===== src/rtl/i2c_pkg.sv =====
//------------------------------------------------------------------------------
// Module  : i2c_pkg
// Brief   : Shared I2C types, constants and bus-drive helpers.
// Revision: 1.0
//------------------------------------------------------------------------------
`default_nettype none

package i2c_pkg;

  typedef enum logic [1:0] {
    ST_IDLE  = 2'd0,
    ST_START = 2'd1,
    ST_BYTE  = 2'd2,
    ST_STOP  = 2'd3
  } state_t;

  typedef logic [1:0] quarter_t;

  localparam logic       I2C_WRITE_BIT          = 1'b0;
  localparam logic [6:0] I2C_DEFAULT_SLAVE_ADDR = 7'h42;
  localparam logic [3:0] I2C_ACK_BIT            = 4'd8;

  // 1 = pull SCL low for the given phase position
  function automatic logic scl_pull(input state_t st, input quarter_t q);
    case (st)
      ST_START: scl_pull = (q == 2'd3);
      ST_BYTE:  scl_pull = !q[1];
      ST_STOP:  scl_pull = (q == 2'd0);
      default:  scl_pull = 1'b0;
    endcase
  endfunction

  function automatic logic sda_pull(input state_t st, input quarter_t q,
                                    input logic ack_bit, input logic data_bit);
    case (st)
      ST_START: sda_pull = (q != 2'd0);
      ST_BYTE:  sda_pull = !ack_bit && !data_bit;
      ST_STOP:  sda_pull = !q[1];
      default:  sda_pull = 1'b0;
    endcase
  endfunction

endpackage

`default_nettype wire


===== src/rtl/i2c_quarter_tick.sv =====
//------------------------------------------------------------------------------
// Module  : i2c_quarter_tick
// Brief   : SCL quarter-period divider; emits a tick and a 2-bit quarter index.
// Revision: 1.0
//------------------------------------------------------------------------------
`default_nettype none

module i2c_quarter_tick
  import i2c_pkg::*;
#(
  parameter int CLK_DIV = 4
) (
  input  logic     clk,
  input  logic     rst,
  input  logic     i_en,
  output logic     o_tick,
  output quarter_t o_quarter
);

  localparam int                 c_CNT_W   = $clog2(CLK_DIV);
  localparam logic [c_CNT_W-1:0] c_CNT_MAX = c_CNT_W'(CLK_DIV - 1);

  logic [c_CNT_W-1:0] r_cnt;
  quarter_t           r_quarter;

  assign o_tick    = i_en && (r_cnt == c_CNT_MAX);
  assign o_quarter = r_quarter;

  // Held at zero while disabled so every frame starts on a fresh q0.
  always_ff @(posedge clk or posedge rst) begin
    if (rst) begin
      r_cnt     <= '0;
      r_quarter <= '0;
    end else if (!i_en) begin
      r_cnt     <= '0;
      r_quarter <= '0;
    end else if (r_cnt == c_CNT_MAX) begin
      r_cnt     <= '0;
      r_quarter <= r_quarter + 2'd1;
    end else begin
      r_cnt <= r_cnt + 1'b1;
    end
  end

endmodule

`default_nettype wire


===== src/rtl/i2c_master_tx.sv =====
//------------------------------------------------------------------------------
// Module  : i2c_master_tx
// Brief   : I2C write master: START, addr+W, cmd byte, data byte, STOP.
// Revision: 1.0
//------------------------------------------------------------------------------
`default_nettype none

module i2c_master_tx
  import i2c_pkg::*;
#(
  parameter int         CLK_DIV    = 4,
  parameter logic [6:0] SLAVE_ADDR = I2C_DEFAULT_SLAVE_ADDR
) (
  input  logic       clk,
  input  logic       rst,
  input  logic [7:0] in_cmd,
  input  logic [7:0] in_data,
  input  logic       in_rts,
  output logic       in_rtr,
  input  logic       sda_in,
  output logic       scl_oe,
  output logic       sda_oe,
  output logic       busy,
  output logic       out_done,
  output logic       out_nack
);

  state_t     r_state;
  logic [7:0] r_cmd;
  logic [7:0] r_data;
  logic [7:0] r_shift;
  logic [3:0] r_bit_cnt;
  logic [1:0] r_byte_idx;
  logic       r_nack;
  logic       r_sda_dly;
  logic       r_sda_meta;
  logic       r_sda_s;

  logic       w_tick;
  quarter_t   w_quarter;
  logic       w_phase_end;
  logic       w_scl_pull;
  logic       w_sda_pull;

  i2c_quarter_tick #(
    .CLK_DIV (CLK_DIV)
  ) u_quarter_tick (
    .clk       (clk),
    .rst       (rst),
    .i_en      (r_state != ST_IDLE),
    .o_tick    (w_tick),
    .o_quarter (w_quarter)
  );

  assign w_phase_end = w_tick && (w_quarter == 2'd3);
  assign w_scl_pull  = scl_pull(r_state, w_quarter);
  assign w_sda_pull  = sda_pull(r_state, w_quarter,
                                (r_bit_cnt == I2C_ACK_BIT), r_shift[7]);

  always_ff @(posedge clk or posedge rst) begin
    if (rst) begin
      r_sda_meta <= 1'b1;
      r_sda_s    <= 1'b1;
    end else begin
      r_sda_meta <= sda_in;
      r_sda_s    <= r_sda_meta;
    end
  end

  // SCL follows the phase one cycle late and SDA two cycles late, so the two
  // pins never move on the same edge and SDA always settles after SCL falls.
  always_ff @(posedge clk or posedge rst) begin
    if (rst) begin
      r_state    <= ST_IDLE;
      r_cmd      <= '0;
      r_data     <= '0;
      r_shift    <= '0;
      r_bit_cnt  <= '0;
      r_byte_idx <= '0;
      r_nack     <= 1'b0;
      r_sda_dly  <= 1'b0;
      in_rtr     <= 1'b1;
      scl_oe     <= 1'b0;
      sda_oe     <= 1'b0;
      busy       <= 1'b0;
      out_done   <= 1'b0;
      out_nack   <= 1'b0;
    end else begin
      out_done  <= 1'b0;
      out_nack  <= 1'b0;
      scl_oe    <= w_scl_pull;
      r_sda_dly <= w_sda_pull;
      sda_oe    <= r_sda_dly;

      case (r_state)
        ST_IDLE: begin
          if (in_rts && in_rtr) begin
            r_cmd      <= in_cmd;
            r_data     <= in_data;
            r_nack     <= 1'b0;
            r_bit_cnt  <= '0;
            r_byte_idx <= '0;
            in_rtr     <= 1'b0;
            busy       <= 1'b1;
            r_state    <= ST_START;
          end
        end

        ST_START: begin
          if (w_phase_end) begin
            r_shift   <= {SLAVE_ADDR, I2C_WRITE_BIT};
            r_bit_cnt <= '0;
            r_state   <= ST_BYTE;
          end
        end

        ST_BYTE: begin
          if (w_phase_end) begin
            if (r_bit_cnt != I2C_ACK_BIT) begin
              r_shift   <= {r_shift[6:0], 1'b0};
              r_bit_cnt <= r_bit_cnt + 4'd1;
            end else begin
              r_bit_cnt <= '0;
              if (r_sda_s) begin
                r_nack  <= 1'b1;
                r_state <= ST_STOP;
              end else if (r_byte_idx == 2'd2) begin
                r_state <= ST_STOP;
              end else begin
                r_byte_idx <= r_byte_idx + 2'd1;
                r_shift    <= (r_byte_idx == 2'd0) ? r_cmd : r_data;
              end
            end
          end
        end

        ST_STOP: begin
          if (w_phase_end) begin
            out_done <= 1'b1;
            out_nack <= r_nack;
            in_rtr   <= 1'b1;
            busy     <= 1'b0;
            r_state  <= ST_IDLE;
          end
        end

        default: r_state <= ST_IDLE;
      endcase
    end
  end

endmodule

`default_nettype wire


===== config.mk =====
export PLATFORM = sky130hd
export DESIGN_NAME = i2c_master_tx
export DESIGN_NICKNAME = d
export VERILOG_FILES = /design/src/rtl/i2c_pkg.sv /design/src/rtl/i2c_quarter_tick.sv /design/src/rtl/i2c_master_tx.sv
export SDC_FILE = /design/constraint.sdc
export NUM_CORES = 1
export LEC_CHECK = 0
export CAP_MARGIN = 20
export CORE_AREA = 2 2 65 67
export DETAILED_ROUTE_END_ITERATION = 10
export DIE_AREA = 0 0 67 69
export PLACE_DENSITY = 0.88
export SETUP_SLACK_MARGIN = 0.4
export SLEW_MARGIN = 30
export SYNTH_ARGS = -nofsm -noshare
export SYNTH_HDL_FRONTEND = slang
export SYNTH_HIERARCHICAL = 1
export SYNTH_SLANG_ARGS = --single-unit

===== constraint.sdc =====
create_clock -name clk -period 5.6 [get_ports clk]
set_clock_uncertainty 0.2 [all_clocks]
set_input_delay 1.12 -clock clk [delete_from_list [all_inputs] [get_ports clk]]
set_output_delay 1.12 -clock clk [all_outputs]
set_load 0.1 [all_outputs]

## Yosys cells after proc, flatten, opt, wreduce, memory -nomap -nowiden

Index checks and enable logic that the tools add are counted.

| storage, ports and cells | value |
|---|---|
| input bits | 20 |
| register bits | 46 |

| operators by class | value |
|---|---|
| equality and inequality tests | 20 |
| add/sub/neg operators | 4 |
| reductions and logical operators | 23 |
| multiplexer cells | 46 |

Operator list:

| cell | count |
|---|---|
| 2-to-1 mux 8 bit | 6 |
| 2-to-1 mux 2 bit | 16 |
| != test 2 bit (second input constant) | 9 |
| 2-to-1 mux 4 bit | 4 |
| case mux 8 bit (2 select lines) | 1 |
| case mux 4 bit (3 select lines) | 1 |
| AND reduction 6 bit | 2 |
| 2-to-1 mux 1 bit | 11 |
| equality test 2 bit (second input constant) | 5 |
| AND reduction 5 bit | 2 |
| nonzero test 2 bit | 5 |
| != test 3 bit (second input constant) | 3 |
| case mux 2 bit (4 select lines) | 1 |
| adder 2 x 1 -> 2 bit (second input constant) | 3 |
| logical NOT 2 bit | 3 |
| case mux 1 bit (2 select lines) | 3 |
| case mux 1 bit (3 select lines) | 2 |
| adder 4 x 1 -> 4 bit (second input constant) | 1 |
| equality test 4 bit (second input constant) | 1 |
| logical AND 1 bit | 4 |
| != test 4 bit (second input constant) | 1 |
| case mux 2 bit (2 select lines) | 1 |
| AND reduction 4 bit | 1 |
| logical NOT 1 bit | 3 |
| 4 further kinds | 4 |

## Logic depth before layout (Yosys ltp)

| depth | value |
|---|---|
| depth after elaboration | 7 |
| mapped depth | 10 |
| mapped depth without buffers | 8 |

## Hierarchy

The synthesis kept the hierarchy.

Modules (own cells, without submodules):

| module | instances | cells an instance | area each (um^2) |
|---|---|---|---|
| i2c_master_tx | 1 | 187 | 2073.2 |
| i2c_quarter_tick | 1 | 15 | 175.2 |

## Worst setup path before layout

Ideal clock, no wire load.

| path | value |
|---|---|
| path kind | input-to-reg |
| from | input port in_rts |
| to | register r_state[1] |
| stages | 4 |
| arrival time | 1.976 ns |
| path slack | 3.296 ns |
| required time | 5.272 ns |
| library setup time | 0.128 ns |
| cells stage by stage | a21bo_1 buf_6 a32oi_2 mux2_1 |

| on the way | value |
|---|---|
| word-level cells in the longest chain between the ends | 3 |

Ends and longest elaborated chain:

| item | line | text |
|---|---|---|
| start, declared | i2c_master_tx.sv:18 | `input logic in_rts,` |
| logical AND 1 bit | i2c_master_tx.sv:97 | `if (in_rts && in_rtr) begin` |
| != test 2 bit (no source line) | - |  |
| AND reduction 6 bit (no source line) | - |  |
| end signal, assigned | i2c_master_tx.sv:105 | `r_state <= ST_START;` |
| end signal, assigned | i2c_master_tx.sv:113 | `r_state <= ST_BYTE;` |
| end signal, assigned | i2c_master_tx.sv:126 | `r_state <= ST_STOP;` |
| end, declared | i2c_master_tx.sv:28 | `state_t r_state;` |

Every way passes these cells.
A chain may end at the register's enable or synchronous reset.

## Worst setup path after layout

| path | value |
|---|---|
| from | register in_rtr |
| to | output port in_rtr |

RTL lines:

| item | line | text |
|---|---|---|
| start, declared | i2c_master_tx.sv:19 | `output logic in_rtr,` |
| start signal, assigned | i2c_master_tx.sv:82 | `in_rtr <= 1'b1;` |
| start signal, assigned | i2c_master_tx.sv:103 | `in_rtr <= 1'b0;` |
| start signal, assigned | i2c_master_tx.sv:141 | `in_rtr <= 1'b1;` |

No word-level cell between the ends.

==> results.yml <==
global_routing:
  grt-ovfl-total: 0
  first_global_vias: 1533
  antenna_found_initial: 0
  grt_usage: 0.208
  grt_max_degree: 43
  grt_pass1_wl_um: 7290
cts:
  cts_tree: "done"
  insertion_delay_ns: 0.30
  post_cts_buffers: 0
  cts_buffers: 5
  clkSinkCount: 46
  htree_levels: 2
  clkTransAtPathRegs_ns: 0.08
  root_buffer: "clkbuf_8"
  ctsResizeCount: 0
  cts_hold_buf: 0
  max-clock-path-buffers: 2
critical_path:
  path_delay_family: "buffers and inverters"
  end_kind: "output port"
  cp_max_fo: 7
  critPathBufInv: 1
  path_cells: "clkdlybuf4s50_1"
  startpoint_type: "flip-flop"
  cp.arrival_ns: 2.05
  reg2reg_depth: 6
  cpMaxStageDelayCell: "clkdlybuf4s50_1"
  crit_cells: 1
  critPathKind: "reg2out"
  cpPeakStageDelay_ns: 1.15
  cp.required_ns: 4.28
run:
  cap_violations: 0
final_layout:
  num_antenna_cells: 0
  nFillCells: 314
  final_util: 0.668
  drive_gt1_frac: 0.140
  synthToLayoutAreaGrowth_pct: 16.3
  nets: 257
run_status:
  status: "finished clean"
die:
  die_area_mm2: 0.00462
  pin_count: 26
  initial_utilization: 0.574
  rows: 23
  die_h_um: 69
  core_area_mm2: 0.00391
  die_w_um: 67
synth:
  synthArstFlopShare: 1.00
  yosys.cell_types.count: 44
  synth_fp_nets: 232
  synthCells: 202
  syn_area_mm2: 0.00225
  synth_seq_cells: 46
  synth_area_leaders: "dfrtp_1 48%, mux2_2 8.0%, ha_1 5.6%"
  yosysMostFrequentCell: "dfrtp_1"
  ys_top_cells_by_count: "43 x dfrtp_1, 20 x nand2_1, 16 x mux2_2"
  synth-edff-count: 0
  yosys.area.top_type: "dfrtp_1"
  synth_top_area_share: 0.479
  ys.flop_type: "dfrtp_1"
  yosys_warnings: 6
  ys_seq_area_frac: 0.514
  avgSynthCellArea_um2: 11.1
placed_design:
  numPortBuffers: 25
  dpl.hpwl_um: 2990
  gp_congestion: 0.839
sta:
  period_share: 0.602
  finalHoldViolations: 0
  relSlewSlack: 0.357
  fmax_mhz: 297
  rsz0062_at_grt: "no"
  finalCriticalPeriod_ns: 3.37
  worst_pin_slew_ns: 0.962
  whs_ns: 0.158
  slew_violations: 0
  setup_tns_ns: 0
  setup_violations: 0
hold_path:
  min_path_cells: 0
  hold_class: "reg2reg"
power_and_ir_drop:
  power_density_mw_per_mm2: 216
  leakagePower_nw: 1.21
  ir_worst_vdd_mv: 0.220
routing:
  wire_per_inst_um: 15.4
  via_count: 1600
  drt_pass1_iterations: 4
  first_iter_violations: 89
  ant_nets: 0
  viasPerCell: 5.76
  wirelength_um: 4270
  route.detailed.drc: 0
## layout by cell type (no fill, tap or decap), types with 2 or more instances in the layout
master,instances
dfstp_2,3
mux2i_1,8
and2_1,2
a21oi_1,6
xor2_1,3
ha_1,10
a21o_1,2
o21ai_1,6
nor2_1,11
clkdlybuf4s50_1,25
dfrtp_1,43
a31oi_1,5
nor2b_1,3
nand2_1,20
o21ai_0,8
o211ai_1,9
nand2b_1,4
nand3_1,3
mux2_2,16
inv_1,11
clkbuf_8,6
and3_1,2
## cell families after synthesis
group	after synthesis	share of synthesized area
compound gates	47	0.143
xor+xnor	3	0.0117
fa+ha+maj	10	0.0556
buf+inv	19	0.0401
flops	46	0.514
mux	25	0.121
simple gates	52	0.115
## path summary, 6_finish.rpt
check	endpoint	slack, ns	startpoint
hold / removal	r_sda_s$_DFF_PP1_	0.16	r_sda_meta$_DFF_PP1_
setup / recovery	in_rtr	2.23	in_rtr$_DFFE_PP1P_
setup reg to reg	r_shift[7]$_DFFE_PP0P_	2.96	r_state[0]$_DFFE_PP0P_
min in group asynchronous	u_quarter_tick/r_cnt[1]$_DFF_PP0_	0.83	rst
max in group asynchronous	r_sda_meta$_DFF_PP1_	3.77	rst
hold reg to reg	r_sda_s$_DFF_PP1_	0.16	r_sda_meta$_DFF_PP1_
## flip-flops by register name (all words and copies together), names as in the netlist, 2 cells and up
signal / flops
u_quarter_tick/r_cnt: 2
r_bit_cnt: 4
r_state: 2
r_shift: 8
r_cmd: 8
r_data: 8
r_byte_idx: 2
u_quarter_tick/o_quarter: 2
## cell type report
type | count | area, um^2 | share of cell area
well taps | 50 | 62.6 | 0.0239
repair buffers | 26 | 258 | 0.0986
inverters | 11 | 41.3 | 0.0158
flip-flops and latches | 46 | 1150 | 0.442
multi-input cells | 137 | 1000 | 0.384
clock buffers | 6 | 82.6 | 0.0316
clock inverters | 2 | 12.5 | 0.00478
## metal layers
layer / routed length (um) / share of wire / up-vias / global-route usage
li1: - / - / 763 / -
met1: 1830 / 0.43 / 783 / 0.286
met2: 2180 / 0.51 / 48 / 0.329
met3: 196 / 0.046 / 6 / 0.0489
met4: 61 / 0.014 / 0 / 0.0544
met5: 0 / 0 / - / 0
## through the flow
stage                     total power (W)  worst slack, ns  instances  cell area, um^2
after detailed placement         0.000362             2.57        270             2520
after CTS                        0.000571             2.22        278             2620
after global routing             0.000586             2.21        278             2620
after floorplan                  0.000346             3.30        202             2250
after global placement           0.000362             2.57        270             2520
final                            0.000566             2.23        278             2620
## power by group
group | leakage [nW] | switching (W) | internal (W)
sequential | 0.592 | 0.000000363 | 0.000333
combinational | 0.576 | 0.00000932 | 0.0000123
clock | 0.0472 | 0.000112 | 0.0000992
total | 1.21 | 0.000121 | 0.000445
No activity file was read; power rests on OpenSTA's default activity.
